`src/rtl/pci_uart_tx_sequencer.sv`:
```
// Byte sequencer between the PCI write path and the UART shift register.
// Optional start timeout is built only when UART_SEQ_TIMEOUT_EN is defined.
module pci_uart_tx_sequencer #(
  parameter int DEPTH          = 8,
  parameter int AW             = 3,
  parameter int WL_W           = 6,
  parameter int TIMEOUT_CYCLES = 16
) (
  input  logic            clk,
  input  logic            rst,
  input  logic [2:0]      pci_state,
  input  logic            pci_wr_valid,
  input  logic [7:0]      pci_wr_data,
  output logic            pci_wr_ready,
  input  logic [WL_W-1:0] sr_workload,
  output logic            sr_load,
  output logic [7:0]      sr_data,
  output logic            busy,
  output logic [AW:0]     fifo_count,
  output logic            timeout_err
);

  typedef enum logic [1:0] {
    ST_IDLE       = 2'd0,
    ST_LOAD       = 2'd1,
    ST_WAIT_START = 2'd2,
    ST_WAIT_DONE  = 2'd3
  } state_e;

  localparam logic [AW:0] FULL_CNT = (AW+1)'(DEPTH);

  logic [7:0]    mem_q [DEPTH];
  logic [AW-1:0] wr_ptr_q, wr_ptr_d, rd_ptr_q, rd_ptr_d;
  logic [AW:0]   count_q, count_d;
  state_e        state_q, state_d;
  logic          sr_load_q, sr_load_d;
  logic [7:0]    sr_data_q, sr_data_d;
  logic          busy_q, busy_d;
  logic          timeout_err_q, timeout_err_d;
  logic          push_s, pop_s;

`ifdef UART_SEQ_TIMEOUT_EN
  localparam int TMO_W = $clog2(TIMEOUT_CYCLES + 1);
  logic [TMO_W-1:0] tmo_cnt_q, tmo_cnt_d;
`else
  localparam int unused_timeout_cycles = TIMEOUT_CYCLES;
`endif

  assign pci_wr_ready = !rst && (count_q != FULL_CNT);
  assign push_s       = pci_wr_valid && pci_wr_ready;
  // The head byte is consumed during the single LOAD cycle.
  assign pop_s        = (state_q == ST_LOAD);

  // FIFO pointer and occupancy next-state.
  always_comb begin
    wr_ptr_d = wr_ptr_q;
    rd_ptr_d = rd_ptr_q;
    count_d  = count_q;
    if (push_s) begin
      wr_ptr_d = wr_ptr_q + AW'(1);
    end else begin
      wr_ptr_d = wr_ptr_q;
    end
    if (pop_s) begin
      rd_ptr_d = rd_ptr_q + AW'(1);
    end else begin
      rd_ptr_d = rd_ptr_q;
    end
    case ({push_s, pop_s})
      2'b10:   count_d = count_q + (AW+1)'(1);
      2'b01:   count_d = count_q - (AW+1)'(1);
      default: count_d = count_q;
    endcase
  end

  // Load/track sequence with registered strobes.
  always_comb begin
    state_d       = state_q;
    sr_load_d     = 1'b0;
    sr_data_d     = sr_data_q;
    timeout_err_d = 1'b0;
`ifdef UART_SEQ_TIMEOUT_EN
    tmo_cnt_d     = tmo_cnt_q;
`endif
    case (state_q)
      ST_IDLE: begin
        if ((count_q != '0) && (pci_state == 3'd0) && (sr_workload == '0)) begin
          state_d   = ST_LOAD;
          sr_load_d = 1'b1;
          sr_data_d = mem_q[rd_ptr_q];
        end else begin
          state_d = ST_IDLE;
        end
      end
      ST_LOAD: begin
        state_d = ST_WAIT_START;
`ifdef UART_SEQ_TIMEOUT_EN
        tmo_cnt_d = '0;
`endif
      end
      ST_WAIT_START: begin
        if (sr_workload != '0) begin
          state_d = ST_WAIT_DONE;
        end else begin
`ifdef UART_SEQ_TIMEOUT_EN
          // A start seen on the limit edge takes priority over the timeout.
          if (tmo_cnt_q == TMO_W'(TIMEOUT_CYCLES - 1)) begin
            state_d       = ST_IDLE;
            timeout_err_d = 1'b1;
          end else begin
            tmo_cnt_d = tmo_cnt_q + TMO_W'(1);
          end
`else
          state_d = ST_WAIT_START;
`endif
        end
      end
      ST_WAIT_DONE: begin
        if (sr_workload == '0) begin
          state_d = ST_IDLE;
        end else begin
          state_d = ST_WAIT_DONE;
        end
      end
      default: state_d = ST_IDLE;
    endcase
    busy_d = (state_d != ST_IDLE);
  end

  // State, pointers and registered outputs.
  always_ff @(posedge clk) begin
    if (rst) begin
      state_q       <= ST_IDLE;
      wr_ptr_q      <= '0;
      rd_ptr_q      <= '0;
      count_q       <= '0;
      sr_load_q     <= 1'b0;
      sr_data_q     <= 8'h00;
      busy_q        <= 1'b0;
      timeout_err_q <= 1'b0;
`ifdef UART_SEQ_TIMEOUT_EN
      tmo_cnt_q     <= '0;
`endif
    end else begin
      state_q       <= state_d;
      wr_ptr_q      <= wr_ptr_d;
      rd_ptr_q      <= rd_ptr_d;
      count_q       <= count_d;
      sr_load_q     <= sr_load_d;
      sr_data_q     <= sr_data_d;
      busy_q        <= busy_d;
      timeout_err_q <= timeout_err_d;
`ifdef UART_SEQ_TIMEOUT_EN
      tmo_cnt_q     <= tmo_cnt_d;
`endif
    end
  end

  // FIFO storage; contents need no reset since occupancy gates every read.
  always_ff @(posedge clk) begin
    if (push_s) begin
      mem_q[wr_ptr_q] <= pci_wr_data;
    end
  end

  assign sr_load     = sr_load_q;
  assign sr_data     = sr_data_q;
  assign busy        = busy_q;
  assign fifo_count  = count_q;
  assign timeout_err = timeout_err_q;

endmodule

```
`config.mk`:
```
export PLATFORM = sky130hd
export DESIGN_NAME = pci_uart_tx_sequencer
export DESIGN_NICKNAME = d
export VERILOG_FILES = /design/src/rtl/pci_uart_tx_sequencer.sv
export SDC_FILE = /design/constraint.sdc
export NUM_CORES = 1
export LEC_CHECK = 0
export CORE_MARGIN = 2
export CORE_UTILIZATION = 25
export CTS_BUF_LIST = sky130_fd_sc_hd__clkbuf_8
export CTS_CLUSTER_DIAMETER = 120
export DETAILED_ROUTE_END_ITERATION = 12
export PLACE_DENSITY = 0.41
export SETUP_SLACK_MARGIN = 0.05
export SLEW_MARGIN = 30
export SYNTH_ARGS = -nofsm -noshare
export SYNTH_HDL_FRONTEND = slang
export SYNTH_SLANG_ARGS = --single-unit
export TNS_END_PERCENT = 30
```
`constraint.sdc`:
```
create_clock -name clk -period 5 [get_ports clk]
set_clock_uncertainty 0.05 [all_clocks]
set_input_delay 1 -clock clk [delete_from_list [all_inputs] [get_ports clk]]
set_output_delay 1 -clock clk [all_outputs]
set_load 0.03 [all_outputs]
```
==> impl_table.tex <==
\begin{tabular}{lr}
\hline
Metric & Value \\
\hline
\multicolumn{2}{l}{\textbf{Finish}} \\
\quad Area of the multi-input gates & slightly above 1000 sq um \\
\quad Area Overhead vs Synth & 21.71\% \\
\quad Count of antenna diodes in the layout & 0 \\
\quad Post-Layout Inst Area & 4215 sq um \\
\quad Sequential Area & approximately 2400 sq um \\
\quad Fill cells & around 1400 \\
\quad Total number of nets in the final design & around 270 \\
\quad Fraction of layout instances using a drive strength above 1 & 0.1739 \\
\quad Final std cells w/o fill & approximately 430 \\
\multicolumn{2}{l}{\textbf{Clock tree}} \\
\quad Total of cells resized after clock tree synthesis & 0 \\
\quad Clock-pin slew on the worst setup and hold paths & roughly 0.09 ns \\
\quad Cts hold-fix bufs & 0 \\
\quad Clock latency on the worst-skew pair & about 0.36 ns \\
\quad Buffer count from post-CTS setup fixing & 0 \\
\quad Clock tree root buffer cell & clkbuf\_8 \\
\quad CTS max path bufs & 2 \\
\quad Number of H-tree branching levels & 3 \\
\quad Total clock buffers created by CTS & 9 \\
\quad CTS tree & done \\
\quad Sinks on the clock net & 86 \\
\multicolumn{2}{l}{\textbf{GRT}} \\
\quad Global-route usage over all layers & 0.1065 \\
\quad Overflow left after global routing & 0 \\
\quad Antenna violations before repair & 0 \\
\quad Number of global-route vias before repair & approximately 1900 \\
\quad Wire length of the first global-routing pass & approximately 11000 um \\
\quad Maximum number of pins on one net before global-route repair & 19 \\
\multicolumn{2}{l}{\textbf{STA}} \\
\quad Final number of max-transition violations & 0 \\
\quad Tightest Pin Transition & between 0.9 and 1 ns \\
\quad RSZ-0062 raised after global routing & false \\
\quad Slew HR & 0.3747 \\
\quad Min Hold Slack & $\sim$0.44 ns \\
\quad Achievable clock frequency & approximately 290 MHz \\
\quad Share of the clock period used by the worst path & 0.6875 \\
\quad Setup violations, final & 0 \\
\quad Final Hold Vio Count & 0 \\
\quad TNS Setup & 0 ns \\
\quad Tmin final & around 3.4 ns \\
\multicolumn{2}{l}{\textbf{Floorplanning}} \\
\quad Total I/O pin count & 36 \\
\quad Count of standard-cell rows & 43 \\
\quad Die span in x & 121.7 um \\
\quad Core region area & 13720 sq um \\
\quad Starting Density & 0.2524 \\
\quad Die area & 14810 sq um \\
\quad Die boundary height & between 100 and 150 um \\
\multicolumn{2}{l}{\textbf{Detailed routing}} \\
\quad Drt first pass iters & 3 \\
\quad Via Count & 1822 \\
\quad Final antenna-violating net count & 0 \\
\quad Drc violations & 0 \\
\quad Number of DRC markers after the initial detailed-route iteration & between 80 and 90 \\
\quad Via density per instance & between 4 and 5 \\
\quad Wirelength per Cell & between 15 and 20 um \\
\quad Routed Wire Length & $\sim$7000 um \\
\multicolumn{2}{l}{\textbf{Logic synthesis}} \\
\quad Top cell type by total area after synthesis & edfxtp\_1 \\
\quad Synth Register Bits & 86 \\
\quad Cell types occupying the most area after synthesis & edfxtp\_1 (55\%), dfxtp\_1 (13\%), mux4\_1 (6.8\%) \\
\quad Count of different cell masters after synthesis & 35 \\
\quad Leading cell type by number of instances after synthesis & edfxtp\_1 \\
\quad Post-Syn Instances & about 200 \\
\quad Sequential share of the synthesized area & 0.6821 \\
\quad Leading register cell type out of synthesis & edfxtp\_1 \\
\quad Mean instance size in the synthesized netlist & between 15 and 20 sq um \\
\quad Post-synthesis async set-or-reset flop share & 0 \\
\quad Proportion of netlist area held by the largest area contributor & 0.5549 \\
\quad Cell area after synthesis & 3463 sq um \\
\quad Synthesized netlist net count & 228 \\
\quad Most used standard cells in the synthesized netlist & edfxtp\_1 (64), dfxtp\_1 (22), nor2\_1 (16) \\
\quad Count of synthesis-stage warnings from yosys & 0 \\
\quad Count of flip-flops with a built-in enable after synthesis & 64 \\
\multicolumn{2}{l}{\textbf{Setup path}} \\
\quad Critical Path RT & between 3 and 4 ns \\
\quad Largest fanout on the critical path & 17 \\
\quad Launching element type of the critical path & primary input \\
\quad Worst Path Arrival & $\sim$2.4 ns \\
\quad Category of the worst setup path capture point & output port \\
\quad Kind of critical path & in2out \\
\multicolumn{2}{l}{\textbf{Run status}} \\
\quad Run status & complete, no violations \\
\multicolumn{2}{l}{\textbf{Job}} \\
\quad Maximum Capacitance Violations & 0 \\
\multicolumn{2}{l}{\textbf{Power}} \\
\quad Leakage power & roughly 1.4 nW \\
\quad Peak supply drop & approximately 110 uV \\
\quad Total Power & 0.001309 W \\
\quad Cell area power density & approximately 310 nW/um\^{}2 \\
\multicolumn{2}{l}{\textbf{Placement}} \\
\quad Post-DP HPWL & around 4400 um \\
\quad Inst Count DP & $\sim$420 \\
\quad Post-place instance area & about 4000 sq um \\
\quad Port Buffer Count & 34 \\
\quad Gpl congestion & 0.6910 \\
\multicolumn{2}{l}{\textbf{Hold path}} \\
\quad Path type of the worst min-delay path & reg2reg \\
\hline
\end{tabular}
[metal layers]
| metal | vias to the layer above | part of all wire | track usage |
|---|---|---|---|
| li1 | 885 | - | - |
| met1 | 897 | 0.47 | 0.1335 |
| met2 | 34 | 0.48 | 0.1738 |
| met3 | 6 | 0.042 | 0.03886 |
| met4 | 0 | 0.0088 | 0.03017 |
| met5 | - | 0 | 0 |
[path summary, 6_finish.rpt]
path | slack (ns) | endpoint | cells after the start | from
worst max-delay path | 1.56 | pci_wr_ready | 4 | rst
worst min-delay path | 0.44 | sr_data[7] | 1 | sr_data[7]
worst max register to register | 2.25 | fifo_count[3] | 7 | fifo_count[1]
worst min register to register | 0.44 | sr_data[7] | 1 | sr_data[7]
[cells by family (layout without fill, tap and decap cells)]
kind of cell	Yosys count	after routing	synth area share
flip-flops	86	86	0.6821
AND/OR/NAND/NOR	49	49	0.07478
multiplexers	27	27	0.1488
AO/OA/AOI/OAI	18	18	0.03757
buffers and inverters	11	61	0.02240
XOR/XNOR	6	6	0.01517
adder cells (fa/ha/maj)	5	5	0.01806
other	1	1	0.001083
[metrics by stage]
stage | setup slack (ns) | utilization
after global routing | 1.416 | 0.3073
final | 1.563 | 0.3073
after CTS | 1.545 | 0.3073
after global placement | 1.287 | 0.2935
after floorplan | 1.881 | -
after detailed placement | 1.246 | 0.2935
[cell type report]
type | instances | area share
tap | 180 | 0.05343
clock buffer | 9 | 0.02939
timing repair buffer | 43 | 0.09676
inverter | 2 | 0.001781
multi-input combinational | 106 | 0.2428
sequential | 86 | 0.5604
clock inverter | 7 | 0.01543
[registers in the layout, indices dropped and copies added (netlist names)]
name        count
rd_ptr_q        3
sr_data         8
fifo_count      4
busy            1
mem_q          64
state_q         2
sr_load         1
wr_ptr_q        3
[worst max-delay path, cell delays in order]
cell and delay, ns:
clkdlybuf4s50_1 0.40, buf_4 0.20, nor2_1 0.11, clkdlybuf4s50_1 0.68
[power breakdown]
group / switching, W / internal [W]
Clock: 0.000276 / 0.000192
Combinational: 0.0000319 / 0.0000295
Sequential: 0.00000557 / 0.000774
Total: 0.000313 / 0.000996
[cells in the final DEF (no fill, tap or decap), types with 2 or more instances in the layout]
cell	instances
a21oi_1	5
a22o_1	8
buf_4	9
clkbuf_8	9
clkdlybuf4s50_1	34
clkinvlp_4	3
dfxtp_1	22
edfxtp_1	64
ha_1	5
inv_1	2
inv_8	3
mux2_2	9
mux2i_1	2
mux4_1	9
mux4_2	7
nand2_1	9
nand2b_1	4
nor2_1	16
nor2b_1	5
nor3_1	4
nor3b_1	2
nor4_1	2
o21ai_0	2
or3_1	3
xnor2_1	2
xor2_1	4
(Power assumes the default switching activity.)
==> variant 1: new RTL, same flow settings <==
The 4 states of `state_e` get a one-hot encoding in 4 bits.
--- a/src/rtl/pci_uart_tx_sequencer.sv
+++ b/src/rtl/pci_uart_tx_sequencer.sv
@@ -20,11 +20,11 @@
   output logic            timeout_err
 );
 
-  typedef enum logic [1:0] {
-    ST_IDLE       = 2'd0,
-    ST_LOAD       = 2'd1,
-    ST_WAIT_START = 2'd2,
-    ST_WAIT_DONE  = 2'd3
+  typedef enum logic [3:0] {
+    ST_IDLE       = 4'b0001,
+    ST_LOAD       = 4'b0010,
+    ST_WAIT_START = 4'b0100,
+    ST_WAIT_DONE  = 4'b1000
   } state_e;
 
   localparam logic [AW:0] FULL_CNT = (AW+1)'(DEPTH);
Function: same outputs for any inputs over 10 cycles, from zero or initial values and one cycle with rst high; not proved beyond that.
==> variant 1 against the unedited design <==
Count of clock-buffer cells in the layout unchanged. Sequential share of layout area down 1.1 points. Critical path type unchanged. Worst setup slack got worse by 0.13 ns. Power rose by 1.0%. Via count grew 11%. Maximum frequency shrank 3.7%. Clock power decreased by 0.9%. Routed wire length increased by 6.6%. Sequential cell count up 2. Critical endpoint unchanged. Cell area is 3.8% higher. Global-route usage shrank 0.51 points. First-iteration DRC count is 28% higher. Non-clock buffer count shrank 5. Synthesized area increased by 5.9%.
==> variant 1: results (changes against the unedited design) <==
| Group | Quantity | This run | Change |
|:---|:---|:---|:---|
| routing | Number of search-and-repair iterations in the first detailed-routing pass | 4 | +1 |
| routing | Routed length on met3 | 323 um | +7.7% |
| place | DP HPWL | 4760 um | +7.3% |
| routing | Length of routed met2 wiring | 3400 um | -0.79% |
| logic synthesis | Number of instances in the synthesized netlist | 230 | +13% |
| worst hold path | Destination of the worst hold path | wr_ptr_q[0] |  |
| logic synthesis | Top cells by instance count after synthesis | sky130_fd_sc_hd__edfxtp_1 (64), sky130_fd_sc_hd__dfxtp_1 (24), sky130_fd_sc_hd__nor2_1 (18), sky130_fd_sc_hd__mux4_1 (14), sky130_fd_sc_hd__a21oi_1 (12) |  |
| power and ir drop | Switching power share of the total | 21.2% | -2.7 points |
| logic synthesis | Post-synthesis sequential area ratio | 65.5% | -2.7 points |
| worst hold path | Hold Crit Start | wr_ptr_q[0] |  |
| global routing | Number of global-route vias before repair | 2,049 | +7.7% |
| logic synthesis | Parity-gate share of the synthesized area counting xor and xnor cells | 1.43% | -0.085 points |
| routing | DR vias/cell | 4.44 | +5.6% |
| finish | Fraction of layout instances using a drive strength above 1 | 12.9% | -4.5 points |
| place | Weighted congestion reported at the end of routability-driven placement | 0.700 | +1.2% |
| global routing | Met3 GRT Util | 3.29% | -0.59 points |
| global routing | First-pass GRT wire length | 12,100 um | +7.2% |
| logic synthesis | Mux share of post-synthesis cell area | 14.8% | -0.048 points |
| routing | Drt first-iter violations | 105 | +28% |
| global routing | Met1 track demand over resource in global routing | 14.2% | +0.81 points |
| finish | Count of non-filler cells in the finished layout | 455 | +5.1% |
| status | Run status | finished clean |  |
| place | Area after DPL | 4200 um2 | +4.2% |
| worst setup path | Reg2Reg Setup Slack | 2.21 ns | -0.04 ns |
| worst setup path | Delay of the slowest critical-path stage | 0.61 ns | -0.07 ns |
| logic synthesis | Post-synthesis compound-gate area fraction | 3.58% | -0.18 points |
| place | Placed instance count | 440 | +5.5% |
| routing | Final routed wirelength across all metal layers | 7610 um | +6.6% |
| timing | Slew at the pin closest to its max-slew limit | 0.910 ns | -0.0267 ns |
| routing | Metal-1 WL | 3780 um | +13% |
| logic synthesis | Distinct cell type count of the synthesized netlist | 40 | +14% |
| logic synthesis | Synth area leaders | sky130_fd_sc_hd__edfxtp_1 (52%), sky130_fd_sc_hd__dfxtp_1 (13%), sky130_fd_sc_hd__mux4_1 (10%), sky130_fd_sc_hd__mux2_2 (2.8%), sky130_fd_sc_hd__nor4_1 (1.9%) |  |
| global routing | Pin count of the biggest net entering global routing | 28 | +9 |
| logic synthesis | Net count after synthesis | 255 | +12% |
| global routing | Met2 Track Usage GR | 15.0% | -2.4 points |
| power and ir drop | Peak VDD IR | 0.116 mV | +4.8% |
| finish | Net count, final | 292 | +7.0% |
| logic synthesis | Adder-cell area share of the yosys netlist | 1.71% | -0.10 points |
| power and ir drop | Share of power burned in registers | 60.1% | +0.6 points |
| global routing | Global-route usage over all layers | 10.1% | -0.51 points |
## variant 1: cell types whose count changed after synthesis, sizes merged, moves of 3 or more
cell / unedited run / this run
nor4: 3 / 12
nand2: 9 / 5
a21oi: 5 / 12
a22o: 8 / 0
nor3: 4 / 10
buf: 6 / 9
o21ai: 2 / 5
## variant 1: per-stage QoR
stage	power, mW	util (%)	hold WS [ns]	setup slack (ns)
2_1_floorplan	0.841	-	0.410	1.90
3_3_place_gp	0.875	29.0	0.446	1.42
3_5_place_dp	0.876	29.1	0.451	1.39
4_1_cts	1.34	30.3	0.464	1.40
5_1_grt	1.37	30.3	0.500	1.35
6_report	1.32	30.3	0.468	1.43
## variant 1: final cells by class
| class | instances | area share (%) |
|---|---|---|
| clock buffers | 9 | 2.83 |
| clock inverters | 6 | 1.23 |
| inverters | 1 | 0.0858 |
| multi-input cells | 129 | 27.2 |
| flip-flops and latches | 88 | 54.9 |
| well taps | 184 | 5.26 |
| repair buffers | 38 | 8.46 |
==> variant 2: new RTL, same flow settings <==
Made on the original files. Change the parameter `DEPTH` from 8 to 4.
--- a/src/rtl/pci_uart_tx_sequencer.sv
+++ b/src/rtl/pci_uart_tx_sequencer.sv
@@ -1,7 +1,7 @@
 // Byte sequencer between the PCI write path and the UART shift register.
 // Optional start timeout is built only when UART_SEQ_TIMEOUT_EN is defined.
 module pci_uart_tx_sequencer #(
-  parameter int DEPTH          = 8,
+  parameter int DEPTH          = 4,
   parameter int AW             = 3,
   parameter int WL_W           = 6,
   parameter int TIMEOUT_CYCLES = 16
Formal check against the unedited RTL: not equivalent (Yosys sat finds a counterexample within 10 cycles, from zero or initial values and one cycle with rst high).
==> variant 2 against the unedited design <==
Final cell count is 33% lower. Synthesized area is 38% lower. Routed wire length is 39% lower. Maximum frequency is 4.7% lower. Power is 41% lower. Sequential cell count is 34 lower. Global-route usage is 0.90 points lower. Worst setup slack worse by 0.17 ns. Cell area is 36% lower. Combinational power is 5.4% lower.
==> variant 2: results (changes against the unedited design) <==
| Group | Quantity | This run | Change |
|:---|:---|:---|:---|
| clock network | Insertion delay of the later-clocked pin in the worst-skew pair | 0.31 ns | -0.05 ns |
| global routing | Number of global-route vias before repair | 1,313 | -31% |
| finish | FF+latch area | 1360 um2 | -42% |
| place | DP HPWL | 2970 um | -33% |
| place | Weighted congestion reported at the end of routability-driven placement | 0.716 | +3.6% |
| finish | Non-clock buffer instance count of the final layout | 35 | -19% |
| place | Area after DPL | 2600 um2 | -36% |
| global routing | First-pass GRT wire length | 6940 um | -38% |
| logic synthesis | Net count after synthesis | 175 | -23% |
| logic synthesis | Post-synthesis sequential area ratio | 63.3% | -5.0 points |
| finish | Fraction of layout instances using a drive strength above 1 | 11.9% | -5.5 points |
| finish | Share of the final layout cell area in multi-input gates | 27.6% | +3.3 points |
| logic synthesis | Mux share of post-synthesis cell area | 13.1% | -1.8 points |
| status | Run status | finished clean |  |
| finish | Fraction of area in registers | 50.7% | -5.4 points |
| routing | Number of search-and-repair iterations in the first detailed-routing pass | 4 | +1 |
| routing | DR vias/cell | 4.41 | +4.7% |
| global routing | Met1 track demand over resource in global routing | 12.3% | -1.0 points |
| logic synthesis | Total of flip-flops plus latches after synthesis | 52 | -40% |
| logic synthesis | Synth area leaders | sky130_fd_sc_hd__edfxtp_1 (45%), sky130_fd_sc_hd__dfxtp_1 (19%), sky130_fd_sc_hd__mux4_2 (8.4%), sky130_fd_sc_hd__mux2i_1 (4.2%), sky130_fd_sc_hd__ha_1 (4.1%) |  |
| logic synthesis | Avg Cell Area, Syn | 14.5 um2 | -15% |
| global routing | Global-route usage over all layers | 9.75% | -0.90 points |
| timing | Final worst-path cycle share | 72.2% | +3.4 points |
| global routing | Met3 GRT Util | 2.96% | -0.92 points |
| timing | Slew at the pin closest to its max-slew limit | 0.650 ns | -0.286 ns |
| logic synthesis | Post-synthesis compound-gate area fraction | 3.37% | -0.39 points |
| power and ir drop | Peak VDD IR | 0.0986 mV | -11% |
| logic synthesis | Parity-gate share of the synthesized area counting xor and xnor cells | 2.44% | +0.92 points |
| worst setup path | Arrival time of the worst setup path | 2.56 ns | +0.17 ns |
| routing | Drt first-iter violations | 36 | -56% |
## variant 2: changes by cell type after synthesis, sizes merged, moves of 6 or more
cell    before  now
mux2i        2    9
mux4        16    8
mux2         9    1
nand2        9    3
edfxtp      64   32
a22o         8    0
## variant 2: worst min-delay path by stage
stage / startpoint / end / slack [ns] / cells after the start
2_1_floorplan: state_q[1] / state_q[0] / 0.43 / 2
3_3_place_gp: sr_data[2] / sr_data[2] / 0.44 / 2
3_5_place_dp: sr_data[1] / sr_data[1] / 0.43 / 2
4_1_cts: sr_data[1] / sr_data[1] / 0.46 / 2
5_1_grt: sr_data[7] / sr_data[7] / 0.51 / 2
6_report: sr_data[1] / sr_data[1] / 0.45 / 2
## variant 2: power groups by stage
stage          clock network, mW  registers (mW)  logic, mW
2_1_floorplan                  0           0.481     0.0280
3_3_place_gp                   0           0.479     0.0581
3_5_place_dp                   0           0.481     0.0590
4_1_cts                    0.253           0.471     0.0592
5_1_grt                    0.269           0.472     0.0645
6_report                   0.246           0.471     0.0580
